## config.mk

```make
export PLATFORM = sky130hd
export DESIGN_NAME = stage_controller
export DESIGN_NICKNAME = d
export VERILOG_FILES = /design/src/rtl/stage_controller.sv
export SDC_FILE = /design/constraint.sdc
export NUM_CORES = 1
export LEC_CHECK = 0
export CORE_MARGIN = 2
export CORE_UTILIZATION = 25
export CTS_BUF_LIST = sky130_fd_sc_hd__clkbuf_2 sky130_fd_sc_hd__clkbuf_4 sky130_fd_sc_hd__clkbuf_8
export CTS_CLUSTER_DIAMETER = 40
export DETAILED_ROUTE_END_ITERATION = 12
export PLACE_DENSITY = 0.56
export SLEW_MARGIN = 25
export SYNTH_ARGS = -nofsm -noshare
export SYNTH_HDL_FRONTEND = slang
export SYNTH_SLANG_ARGS = --single-unit
```

## constraint.sdc

```tcl
create_clock -name clock -period 4.8 [get_ports clock]
set_clock_uncertainty 0.1 [all_clocks]
set_input_delay 0.48 -clock clock [delete_from_list [all_inputs] [get_ports clock]]
set_output_delay 0.48 -clock clock [all_outputs]
set_load 0.02 [all_outputs]
```

## src/rtl/stage_controller.sv

```systemverilog
// Multi-cycle IF/ID/EX/MEM/WB sequencer for the MIPS core: latches one instruction,
// drives ALU controls and register/memory/PC strobes, and halts on illegal ops or MEM stalls.
module stage_controller #(
  parameter int MEM_TIMEOUT = 16,
  parameter int CNT_W       = 16
) (
  input  logic             clock,
  input  logic             reset_n,
  input  logic [31:0]      instr,
  input  logic             instr_valid,
  input  logic             zero,
  input  logic             mem_ready,
  output logic [2:0]       stage,
  output logic [1:0]       alu_op,
  output logic [5:0]       alu_funct,
  output logic             ALU_Src,
  output logic             mem_read,
  output logic             mem_write,
  output logic             reg_write,
  output logic             pc_write,
  output logic             pc_branch,
  output logic             instr_done,
  output logic             error,
  output logic [CNT_W-1:0] instr_count
);

  // state  | meaning
  // S_IF   | wait for instr_valid, latch instruction and ALU controls
  // S_ID   | check opcode legality
  // S_EX   | ALU computes on the edge leaving this state
  // S_MEM  | lw/sw handshake with timeout, or branch resolve (retires sw/branch)
  // S_WB   | register write-back, retires R/addi/lw
  // S_HALT | illegal opcode or MEM timeout, held until reset
  typedef enum logic [2:0] {S_IF, S_ID, S_EX, S_MEM, S_WB, S_HALT} state_t;

  localparam logic [5:0] OP_R    = 6'b000000;
  localparam logic [5:0] OP_ADDI = 6'b001000;
  localparam logic [5:0] OP_LW   = 6'b100011;
  localparam logic [5:0] OP_SW   = 6'b101011;
  localparam logic [5:0] OP_BEQ  = 6'b000100;
  localparam logic [5:0] OP_BNE  = 6'b000101;

  localparam logic [2:0] ST_IF  = 3'd0;
  localparam logic [2:0] ST_ID  = 3'd1;
  localparam logic [2:0] ST_EX  = 3'd2;
  localparam logic [2:0] ST_MEM = 3'd3;
  localparam logic [2:0] ST_WB  = 3'd4;

  localparam int             TMR_W    = (MEM_TIMEOUT > 1) ? $clog2(MEM_TIMEOUT) : 1;
  localparam logic [TMR_W-1:0] TMR_LOAD = TMR_W'(MEM_TIMEOUT - 1);

  state_t           state;
  logic [5:0]       opcode_q;
  logic [TMR_W-1:0] tmr_q;

  logic [5:0] in_op;
  logic [1:0] in_alu_op;
  logic       in_src;
  logic       is_r, is_addi, is_lw, is_sw, is_beq, is_bne, is_br, legal_q;
  logic       in_mem;
  logic       unused_instr;

  assign in_op        = instr[31:26];
  assign unused_instr = ^instr[25:6];

  always_comb begin
    in_alu_op = 2'b00;
    in_src    = 1'b0;
    case (in_op)
      OP_ADDI, OP_LW, OP_SW: begin
        in_alu_op = 2'b11;
        in_src    = 1'b1;
      end
      OP_BEQ, OP_BNE: in_alu_op = 2'b01;
      default: ;
    endcase
  end

  assign is_r    = (opcode_q == OP_R);
  assign is_addi = (opcode_q == OP_ADDI);
  assign is_lw   = (opcode_q == OP_LW);
  assign is_sw   = (opcode_q == OP_SW);
  assign is_beq  = (opcode_q == OP_BEQ);
  assign is_bne  = (opcode_q == OP_BNE);
  assign is_br   = is_beq | is_bne;
  assign legal_q = is_r | is_addi | is_lw | is_sw | is_br;

  // sw and branches retire in the same MEM cycle that samples mem_ready/zero,
  // so their PC strobes are decoded from live inputs rather than registered.
  assign in_mem     = (state == S_MEM);
  assign pc_branch  = in_mem && ((is_beq && zero) || (is_bne && !zero));
  assign pc_write   = reg_write || (in_mem && (is_br || (is_sw && mem_ready)));
  assign instr_done = pc_write;

  always_ff @(posedge clock or negedge reset_n) begin
    if (!reset_n) begin
      state     <= S_IF;
      stage     <= ST_IF;
      opcode_q  <= '0;
      alu_op    <= '0;
      alu_funct <= '0;
      ALU_Src   <= 1'b0;
      mem_read  <= 1'b0;
      mem_write <= 1'b0;
      reg_write <= 1'b0;
      error     <= 1'b0;
      tmr_q     <= '0;
    end else begin
      case (state)
        S_IF: begin
          if (instr_valid) begin
            opcode_q  <= in_op;
            alu_op    <= in_alu_op;
            alu_funct <= (in_op == OP_R) ? instr[5:0] : 6'd0;
            ALU_Src   <= in_src;
            state     <= S_ID;
            stage     <= ST_ID;
          end
        end
        S_ID: begin
          if (legal_q) begin
            state <= S_EX;
            stage <= ST_EX;
          end else begin
            state     <= S_HALT;
            stage     <= ST_IF;
            error     <= 1'b1;
            alu_op    <= '0;
            alu_funct <= '0;
            ALU_Src   <= 1'b0;
          end
        end
        S_EX: begin
          if (is_r || is_addi) begin
            state     <= S_WB;
            stage     <= ST_WB;
            reg_write <= 1'b1;
          end else begin
            state     <= S_MEM;
            stage     <= ST_MEM;
            mem_read  <= is_lw;
            mem_write <= is_sw;
            tmr_q     <= TMR_LOAD;
          end
        end
        S_MEM: begin
          if (is_br) begin
            state <= S_IF;
            stage <= ST_IF;
          end else if (mem_ready) begin
            mem_read  <= 1'b0;
            mem_write <= 1'b0;
            if (is_lw) begin
              state     <= S_WB;
              stage     <= ST_WB;
              reg_write <= 1'b1;
            end else begin
              state <= S_IF;
              stage <= ST_IF;
            end
          end else if (tmr_q == '0) begin
            state     <= S_HALT;
            stage     <= ST_IF;
            error     <= 1'b1;
            mem_read  <= 1'b0;
            mem_write <= 1'b0;
            alu_op    <= '0;
            alu_funct <= '0;
            ALU_Src   <= 1'b0;
          end else begin
            tmr_q <= tmr_q - 1'b1;
          end
        end
        S_WB: begin
          reg_write <= 1'b0;
          state     <= S_IF;
          stage     <= ST_IF;
        end
        S_HALT: state <= S_HALT;
        default: begin
          state <= S_HALT;
          stage <= ST_IF;
          error <= 1'b1;
        end
      endcase
    end
  end

  always_ff @(posedge clock or negedge reset_n) begin
    if (!reset_n) begin
      instr_count <= '0;
    end else if (pc_write) begin
      instr_count <= instr_count + 1'b1;
    end
  end

endmodule

```

==> results of run 1 <==
==> layout by cell type, fill, tap and decap left out, types with 2 or more instances in the layout <==
cell and count:
clkbuf_8 6, mux2_2 11, and3_1 5, nand3_1 3, inv_1 13, nor2_1 10, nand2_1 15, and2_1 2
and3_2 2, dfrtp_1 45, o21ai_0 8, nor3_1 8, clkdlybuf4s50_1 50, a21o_1 2, o22ai_1 3, mux2i_1 7
o2111ai_1 5, a21oi_1 7, nand3b_1 2, xnor2_1 18, and4_1 3, nor2b_1 2, o21a_1 2, ha_1 2
a31oi_1 2, a2111oi_0 2, nand2b_1 3, a21oi_2 2, o211ai_1 5
==> critical path: stages (launching register included) <==
cell and delay, ns:
dfrtp_1 0.47, and4b_1 0.41, nand4b_1 0.15, a21oi_2 0.56
nor2_1 0.18, inv_1 0.11, clkdlybuf4s50_1 0.60
==> state kept, by name (all words and copies together) (netlist names) <==
| register | count |
|---|---|
| instr_count | 16 |
| alu_funct | 6 |
| opcode_q | 6 |
| tmr_q | 4 |
| stage | 3 |
| state | 3 |
| alu_op | 2 |
| ALU_Src | 1 |
| error | 1 |
| mem_read | 1 |
| mem_write | 1 |
| reg_write | 1 |
==> path summary, 6_finish.rpt <==
check	start	endpoint	slack, ns	cells past startpoint
min in group clock	instr_count[15]	instr_count[15]	0.39	1
worst max register to register	state[0]	alu_op[1]	2.49	5
worst min register to register	instr_count[15]	instr_count[15]	0.39	1
worst min-delay path	reset_n	tmr_q[3]	0.06	1
max in group asynchronous	reset_n	stage[1]	4.12	1
worst max-delay path	opcode_q[2]	instr_done	1.44	6
==> power groups by stage <==
stage	Combinational, mW	Sequential, mW	Clock [mW]
floorplan	0.263	0.584	0
global placement	0.435	0.573	0
detailed placement	0.442	0.577	0
CTS	0.444	0.571	0.320
global route	0.482	0.590	0.336
finish	0.438	0.569	0.310
==> layer usage <==
metal / vias up / part of all wire
met1: 894 / 0.49
li1: 886 / -
met5: - / 0
met2: 41 / 0.45
met4: 0 / 0.011
met3: 8 / 0.050
==> area by class of cell <==
type / count / area share
clock buffers: 7 / 0.0297
clock inverters: 1 / 0.00990
inverters: 13 / 0.0161
multi-input cells: 151 / 0.360
flip-flops and latches: 45 / 0.371
well taps: 111 / 0.0458
repair buffers: 51 / 0.167
==> metrics by stage <==
step	util	setup slack (ns)	hold slack [ns]	power, mW	instance area (µm²)
detailed placement	0.320	1.59	0.369	1.02	2910
floorplan	-	2.64	0.0844	0.847	2320
global route	0.333	1.26	0.131	1.41	3030
finish	0.333	1.44	0.0611	1.32	3030
global placement	0.320	1.58	0.366	1.01	2910
CTS	0.333	1.45	0.102	1.33	3030
==> cells by family (layout without fill, tap and decap cells) <==
logic type	Yosys count	count (layout)	share of synthesized area
xor+xnor	18	18	0.0681
mux	18	18	0.0837
simple gates	66	66	0.160
compound gates	47	47	0.148
fa+ha+maj	2	2	0.0108
buf+inv	22	72	0.0427
flops	45	45	0.486
==> metrics.cfg, run 1 <==
[status]
status=finished clean

[place]
place_hpwl_mm=3.83
port_buffers=51
placedCellCount=371
gp_congestion=0.758

[cts]
cts.sinks=45
clock_path_buffers=2
ctsResizeCount=0
clk_pin_slew_worst_paths_ns=0.09
cts_tree=built
cts_buffers=5
holdBufCountCts=0
post_cts_buffers=0
ctsRootBufferMaster=clkbuf_8
htreeDepth=2
worstSkewPairLatency_ns=0.31

[cells_and_area]
drive_gt1_frac=0.116
multi_input_area_mm2=0.00109
seq_area_mm2=0.00113
nets=306
n_fill_cell=940
syn2layout_area_growth_pct=31.0
instances_no_fill=379
diodes=0

[logic_synthesis]
synth_flop_cell=dfrtp_1
syn_nets=257
ys_top_cells_by_area=dfrtp_1, xnor2_1, mux2_2, mux2i_1, nand2_1
synthesis.area_mm2=0.00232
synth_top_area_share=0.486
ys_warn_count=0
yosysTopAreaCell=dfrtp_1
synthDistinctLibCells=51
synth_seq_area_share=0.486
synth_common_cells=dfrtp_1, xnor2_1, nand2_1
yosysMostFrequentCell=dfrtp_1
synth-seq-cells=45
synthArstFlopShare=1.00
synth_area_per_cell_um2=10.6
syn_inst=218
synth-edff-count=0

[detailed_routing]
wire_per_inst_um=14.1
vias=1829
first_iter_violations=99
drt_wl_total_mm=5.36
detail_route.vias_per_cell=4.83
route.detailed.drc=0
dr.pass1.iters=4
postRouteAntennaNets=0

[timing]
rsz0062_at_grt=no
hold_viol_final=0
drv_slew=0
final.min_clock_period_ns=3.36
slew_headroom=0.376
fin_tns_setup_ns=0
finalCritPeriodShare=0.699
setup_viol=0
worst_pin_slew_ns=0.923
max_freq_ghz=0.298

[global_route]
grt_pass1_wl_mm=9.13
grt_max_degree=46
grt_util_met1=0.158
grt_use_met3=0.0292
antenna_found_initial=0
grt-busiest-layer=met2
grt_util_met2=0.179
grtUsageTotal=0.115
first_global_vias=1809
grt_overflow=0

[critical_path]
cp_data_arrival_time_ns=2.78
startpoint_type=flip-flop
path_class=reg2out
path_max_fanout=15
cp_data_required_time_ns=4.22
end_kind=output port

[floorplanning]
die_w_um=100
pin_count=72
die_area_mm2=0.0101
start_util=0.254
rows=35
core_area_mm2=0.00911
die_y_um=100

[pwr]
cellInternalPower_mw=0.855
clockPowerShare=0.236
netSwitchingPower_mw=0.462
sequentialPowerShare=0.432
irDropWorstVdd_uv=188
pwr-share-comb=0.333
swShare=0.351
leakagePower_nw=1.19
power.density_mw_per_mm2=434

[run]
maxCapViolCount=0

[worst_hold_path]
hold_class=in2async

No activity file was read; power rests on OpenSTA's default activity.
==> run 2, diff against run 1 <==
==> constraint.sdc (replaced) <==
create_clock -name clock -period 3.3 [get_ports clock]
set_clock_uncertainty 0.1 [all_clocks]
set_input_delay 0.33 -clock clock [delete_from_list [all_inputs] [get_ports clock]]
set_output_delay 0.33 -clock clock [all_outputs]
set_load 0.02 [all_outputs]
==> metrics.cfg, run 2 (synthesis gave the netlist of run 1 again) <==
[status]
status=finished clean

[cts]
clk_pin_slew_worst_paths_ns=0.08  ; about the same
holdBufCountCts=1  ; +1
htreeDepth=2  ; unchanged
ctsRootBufferMaster=clkbuf_8
post_cts_buffers=0  ; unchanged
ctsResizeCount=0  ; unchanged
worstSkewPairLatency_ns=0.29  ; -0.02 ns
cts_buffers=5  ; unchanged
clock_path_buffers=2  ; unchanged
cts_tree=built
cts.sinks=45  ; unchanged

[critical_path]
path_buf_inv=2  ; unchanged
cp_slowest_cell=clkdlybuf4s50_1
path_max_fanout=7  ; -8
cp_data_arrival_time_ns=2.36  ; -0.42 ns
crit_chain=and4b_1 > nand4b_1 > a21oi_2 > nor2_1 > inv_1 > clkdlybuf4s50_1
end_kind=output port
cpPeakStageDelay_ns=0.61  ; about the same
path_class=reg2out
cp_data_required_time_ns=2.87  ; -1.35 ns
critPathTopFamily=buffers and inverters
startpoint_type=flip-flop

[cells_and_area]
final_cell_mix=clkdlybuf4s50_1, dfrtp_1, xnor2_1
reg_top3=instr_count x16, alu_funct x6, opcode_q x6
syn2layout_area_growth_pct=30.3
layout_commonest_cell=clkdlybuf4s50_1
multi_input_area_mm2=0.00109  ; unchanged
nets=308  ; +0.65%
drive_gt1_frac=0.119  ; +0.00285
largest_register_ffs=16  ; unchanged
diodes=0  ; unchanged
n_fill_cell=941  ; +0.11%
seq_area_mm2=0.00113  ; unchanged
instances_no_fill=381  ; +0.53%
regMostFlops=instr_count

[detailed_routing]
dr.pass1.iters=4  ; unchanged
postRouteAntennaNets=0  ; unchanged
wire_per_inst_um=14.1  ; -0.62%
drt_wl_total_mm=5.36  ; about the same
detail_route.vias_per_cell=4.80  ; -0.63%
first_iter_violations=81  ; -18%
vias=1827  ; -0.11%
route.detailed.drc=0  ; unchanged

[timing]
final.min_clock_period_ns=2.79
slew_headroom=0.442  ; +0.0653
hold_viol_final=0  ; unchanged
drv_slew=0  ; unchanged
rsz0062_at_grt=no
fin_tns_setup_ns=0  ; unchanged
worst_pin_slew_ns=0.826  ; -0.0966 ns
setup_viol=0  ; unchanged
finalCritPeriodShare=0.844
max_freq_ghz=0.359

[pwr]
sequentialPowerShare=0.458  ; +0.026
cellInternalPower_mw=1.14  ; +34%
power.density_mw_per_mm2=599  ; +38%
pwr-share-comb=0.353  ; +0.020
leakagePower_nw=1.19  ; -0.33%
clockPowerShare=0.189  ; -0.047
irDropWorstVdd_uv=194  ; +3.4%
swShare=0.366  ; +0.0152
netSwitchingPower_mw=0.661  ; +43%

[global_route]
first_global_vias=1820  ; +0.61%
grtUsageTotal=0.112  ; -0.00295
antenna_found_initial=0  ; unchanged
grt_overflow=0  ; unchanged
grt_pass1_wl_mm=9.05  ; -0.91%
grt_max_degree=46  ; unchanged

[place]
gp_congestion=0.763  ; +0.61%
place_hpwl_mm=3.85  ; +0.72%
placedCellCount=372  ; +0.27%
port_buffers=51  ; unchanged

[worst_hold_path]
hold_class=reg2reg

[floorplanning]
pin_count=72  ; unchanged
die_y_um=100  ; unchanged
core_area_mm2=0.00911  ; unchanged
rows=35  ; unchanged
die_w_um=100  ; unchanged
die_area_mm2=0.0101  ; unchanged
start_util=0.254  ; unchanged

[run]
maxCapViolCount=0  ; unchanged

[run 2: changes by cell type in the layout (fill, tap and decap cells not counted)]
cell           previous run  this run
buf_4                     1         2
bufinv_16                 1         0
clkbuf_8                  6         5
clkinv_2                  0         2
dlygate4sd3_1             0         1
[run 2: cell type report]
cell class                 instances  share of cell area
tap                              111              0.0460
clock buffer                       6              0.0253
inverter                          13              0.0162
multi-input combinational        151               0.362
clock inverter                     2             0.00332
sequential                        45               0.373
timing repair buffer              53               0.174
[run 2: power by group through the flow]
stage	Combinational [mW]	Sequential, mW	Clock [mW]
after detailed placement	0.645	0.839	0
final	0.638	0.828	0.340
after global placement	0.633	0.834	0
after CTS	0.649	0.830	0.355
after floorplan	0.383	0.849	0
after global routing	0.705	0.861	0.380
[run 2: final timing paths]
kind,from,endpoint,slack [ns],cells past startpoint
setup reg to reg,state[0],ALU_Src,1.00,5
hold / removal,error,error,0.38,1
hold reg to reg,error,error,0.38,1
min in group asynchronous,reset_n,tmr_q[1],0.47,2
setup / recovery,opcode_q[2],instr_done,0.51,6
max in group asynchronous,reset_n,alu_funct[3],2.22,2
[run 2: metrics by stage]
| step | hold WS [ns] | utilization | total power, mW | worst slack [ns] | cell area (µm²) |
|---|---|---|---|---|---|
| after global placement | 0.364 | 0.320 | 1.47 | 0.811 | 2920 |
| after floorplan | -0.0656 | - | 1.23 | 1.29 | 2320 |
| after detailed placement | 0.287 | 0.321 | 1.48 | 0.800 | 2920 |
| after global routing | 0.408 | 0.331 | 1.95 | 0.345 | 3020 |
| final | 0.382 | 0.331 | 1.81 | 0.515 | 3020 |
| after CTS | 0.385 | 0.331 | 1.83 | 0.489 | 3020 |
[run 2: layer usage]
layer | track usage | up-vias | share of wire
li1 | - | 891 | -
met1 | 0.159 | 891 | 0.49
met2 | 0.172 | 41 | 0.45
met3 | 0.0299 | 4 | 0.052
met4 | 0.0190 | 0 | 0.0054
met5 | 0 | - | 0
[run 2: worst register-to-register path: cells and delay by family (launching register included)]
kind	cells	cell delay, ns
AO/OA/AOI/OAI	2	0.60
flip-flops	1	0.58
multiplexers	1	0.38
AND/OR/NAND/NOR	2	0.53
==> run 3, diff against run 2 <==
==> constraint.sdc (replaced) <==
create_clock -name clock -period 2.65 [get_ports clock]
set_clock_uncertainty 0.1 [all_clocks]
set_input_delay 0.265 -clock clock [delete_from_list [all_inputs] [get_ports clock]]
set_output_delay 0.265 -clock clock [all_outputs]
set_load 0.02 [all_outputs]
==> metrics.cfg, run 3 (synthesis gave the netlist of run 1 again) <==
[critical_path]
r2r_start=state[2]
cp_slowest_cell=clkdlybuf4s50_1
critPathTopFamily=buffers and inverters
cpPeakStageDelay_ns=0.60  ; about the same
cp_data_required_time_ns=2.29  ; -0.58 ns
critPathLaunch=opcode_q[2]
cp_data_arrival_time_ns=2.17  ; -0.19 ns
path_max_fanout=7  ; unchanged
path_class=reg2out
path_buf_inv=2  ; unchanged
end_kind=output port
crit_chain=and4b_2 > nand4b_1 > a21oi_2 > nor2_1 > inv_1 > clkdlybuf4s50_1
r2r_slack_ns=0.52  ; -0.48 ns
startpoint_type=flip-flop

[global_route]
first_global_vias=1864  ; +2.4%
grt_overflow=0  ; unchanged
grt_pass1_wl_mm=9.10  ; +0.62%
antenna_found_initial=0  ; unchanged
grtUsageTotal=0.113  ; +0.00126
grt_max_degree=25  ; -46%

[place]
placed_area_mm2=0.00297  ; +1.7%
placedCellCount=379  ; +1.9%
port_buffers=51  ; unchanged
place_hpwl_mm=3.94  ; +2.3%
gp_congestion=0.748  ; -1.9%

[worst_hold_path]
hold_class=in2async

[timing]
setup_viol=0  ; unchanged
drv_slew=0  ; unchanged
whs_ns=0.370  ; -0.0120 ns
slew_headroom=0.612  ; +0.170
finalCritPeriodShare=0.955
hold_viol_final=0  ; unchanged
worst_pin_slew_ns=0.568  ; -0.258 ns
max_freq_ghz=0.395
final.min_clock_period_ns=2.53

[cells_and_area]
drive_gt1_frac=0.151  ; +0.0320
seq_area_mm2=0.00113  ; unchanged
nets=317  ; +2.9%
reg_top3=instr_count x16, alu_funct x6, opcode_q x6
fin_area_mm2=0.00309  ; +2.4%
n_fill_cell=940  ; -0.11%
layout_commonest_cell=clkdlybuf4s50_1
syn2layout_area_growth_pct=33.4
regMostFlops=instr_count
final_cell_mix=clkdlybuf4s50_1, dfrtp_1, xnor2_1
largest_register_ffs=16  ; unchanged
instances_no_fill=390  ; +2.4%
multi_input_area_mm2=0.00109  ; +0.11%
diodes=0  ; unchanged

[cts]
ctsRootBufferMaster=clkbuf_8
cts.sinks=45  ; unchanged
worstSkewPairLatency_ns=0.30  ; about the same
htreeDepth=2  ; unchanged
clk_pin_slew_worst_paths_ns=0.09  ; about the same
clock_path_buffers=2  ; unchanged
cts_buffers=5  ; unchanged
cts_tree=built

[floorplanning]
pin_count=72  ; unchanged
start_util=0.254  ; unchanged
die_w_um=100  ; unchanged
die_y_um=100  ; unchanged
die_area_mm2=0.0101  ; unchanged
rows=35  ; unchanged
core_area_mm2=0.00911  ; unchanged

[run]
maxCapViolCount=0  ; unchanged

[pwr]
irDropWorstVdd_uv=248  ; +28%
swShare=0.370  ; +0.00396
pwr-share-comb=0.374  ; +0.021
clockPowerShare=0.194  ; +0.005
power.density_mw_per_mm2=747  ; +25%
sequentialPowerShare=0.432  ; -0.026
power_mw=2.31  ; +28%
leakagePower_nw=1.23  ; +3.6%
cellInternalPower_mw=1.45  ; +27%
netSwitchingPower_mw=0.855  ; +29%

[detailed_routing]
drt_wl_total_mm=5.28  ; -1.4%
dr.pass1.iters=4  ; unchanged
postRouteAntennaNets=0  ; unchanged
first_iter_violations=97  ; +20%
detail_route.vias_per_cell=4.80  ; +0.15%
wl_met1_mm=2.62  ; -0.27%
topRoutingLayerUsed=met4
route.detailed.drc=0  ; unchanged
vias=1873  ; +2.5%
routed-wl-met2_mm=2.40  ; -1.2%
wire_per_inst_um=13.5  ; -3.7%
wl_met3_um=233  ; -16%

[status]
status=finished clean

run 3: final cells by class:
class	instances	area share
clock buffer	5	0.0223
tap	111	0.0449
inverter	13	0.0158
sequential	45	0.364
timing repair buffer	62	0.191
clock inverter	3	0.00810
multi-input combinational	151	0.353
run 3: power by group through the flow:
stage	clock [mW]	combinational, mW	sequential (mW)
after floorplan	0	0.477	1.06
after global placement	0	0.846	1.01
after detailed placement	0	0.863	1.01
after CTS	0.474	0.867	0.997
after global routing	0.499	0.961	1.03
final	0.448	0.863	0.998
run 3: metrics by stage:
step	TNS (ns)	utilization	setup WS, ns
3_3_place_gp	0	0.326	0.335
2_1_floorplan	0	-	0.706
6_report	0	0.339	0.119
3_5_place_dp	0	0.326	0.330
4_1_cts	0	0.338	0.0444
5_1_grt	-0.0160	0.339	-0.00801
run 3: timing repair:
action                                  CTS  global route
endpoints found under the hold margin    21             0
pin swaps                                 0             0
resized for setup                         1             0
buffers inserted                          0             2
endpoints found under the setup margin    1             2
hold buffers                              1             0
run 3: metal layers:
layer,up-vias,GRT usage
li1,907,-
met3,4,0.0258
met1,910,0.159
met5,-,0
met4,0,0.0221
met2,52,0.179
run 3: path summary, 6_finish.rpt:
path                              endpoint  cells after the start
max                             instr_done                      6
min                               tmr_q[3]                      2
max reg2reg                   alu_funct[2]                      6
min reg2reg                instr_count[15]                      1
max in group asynchronous         state[2]                      3
min in group clock         instr_count[15]                      1
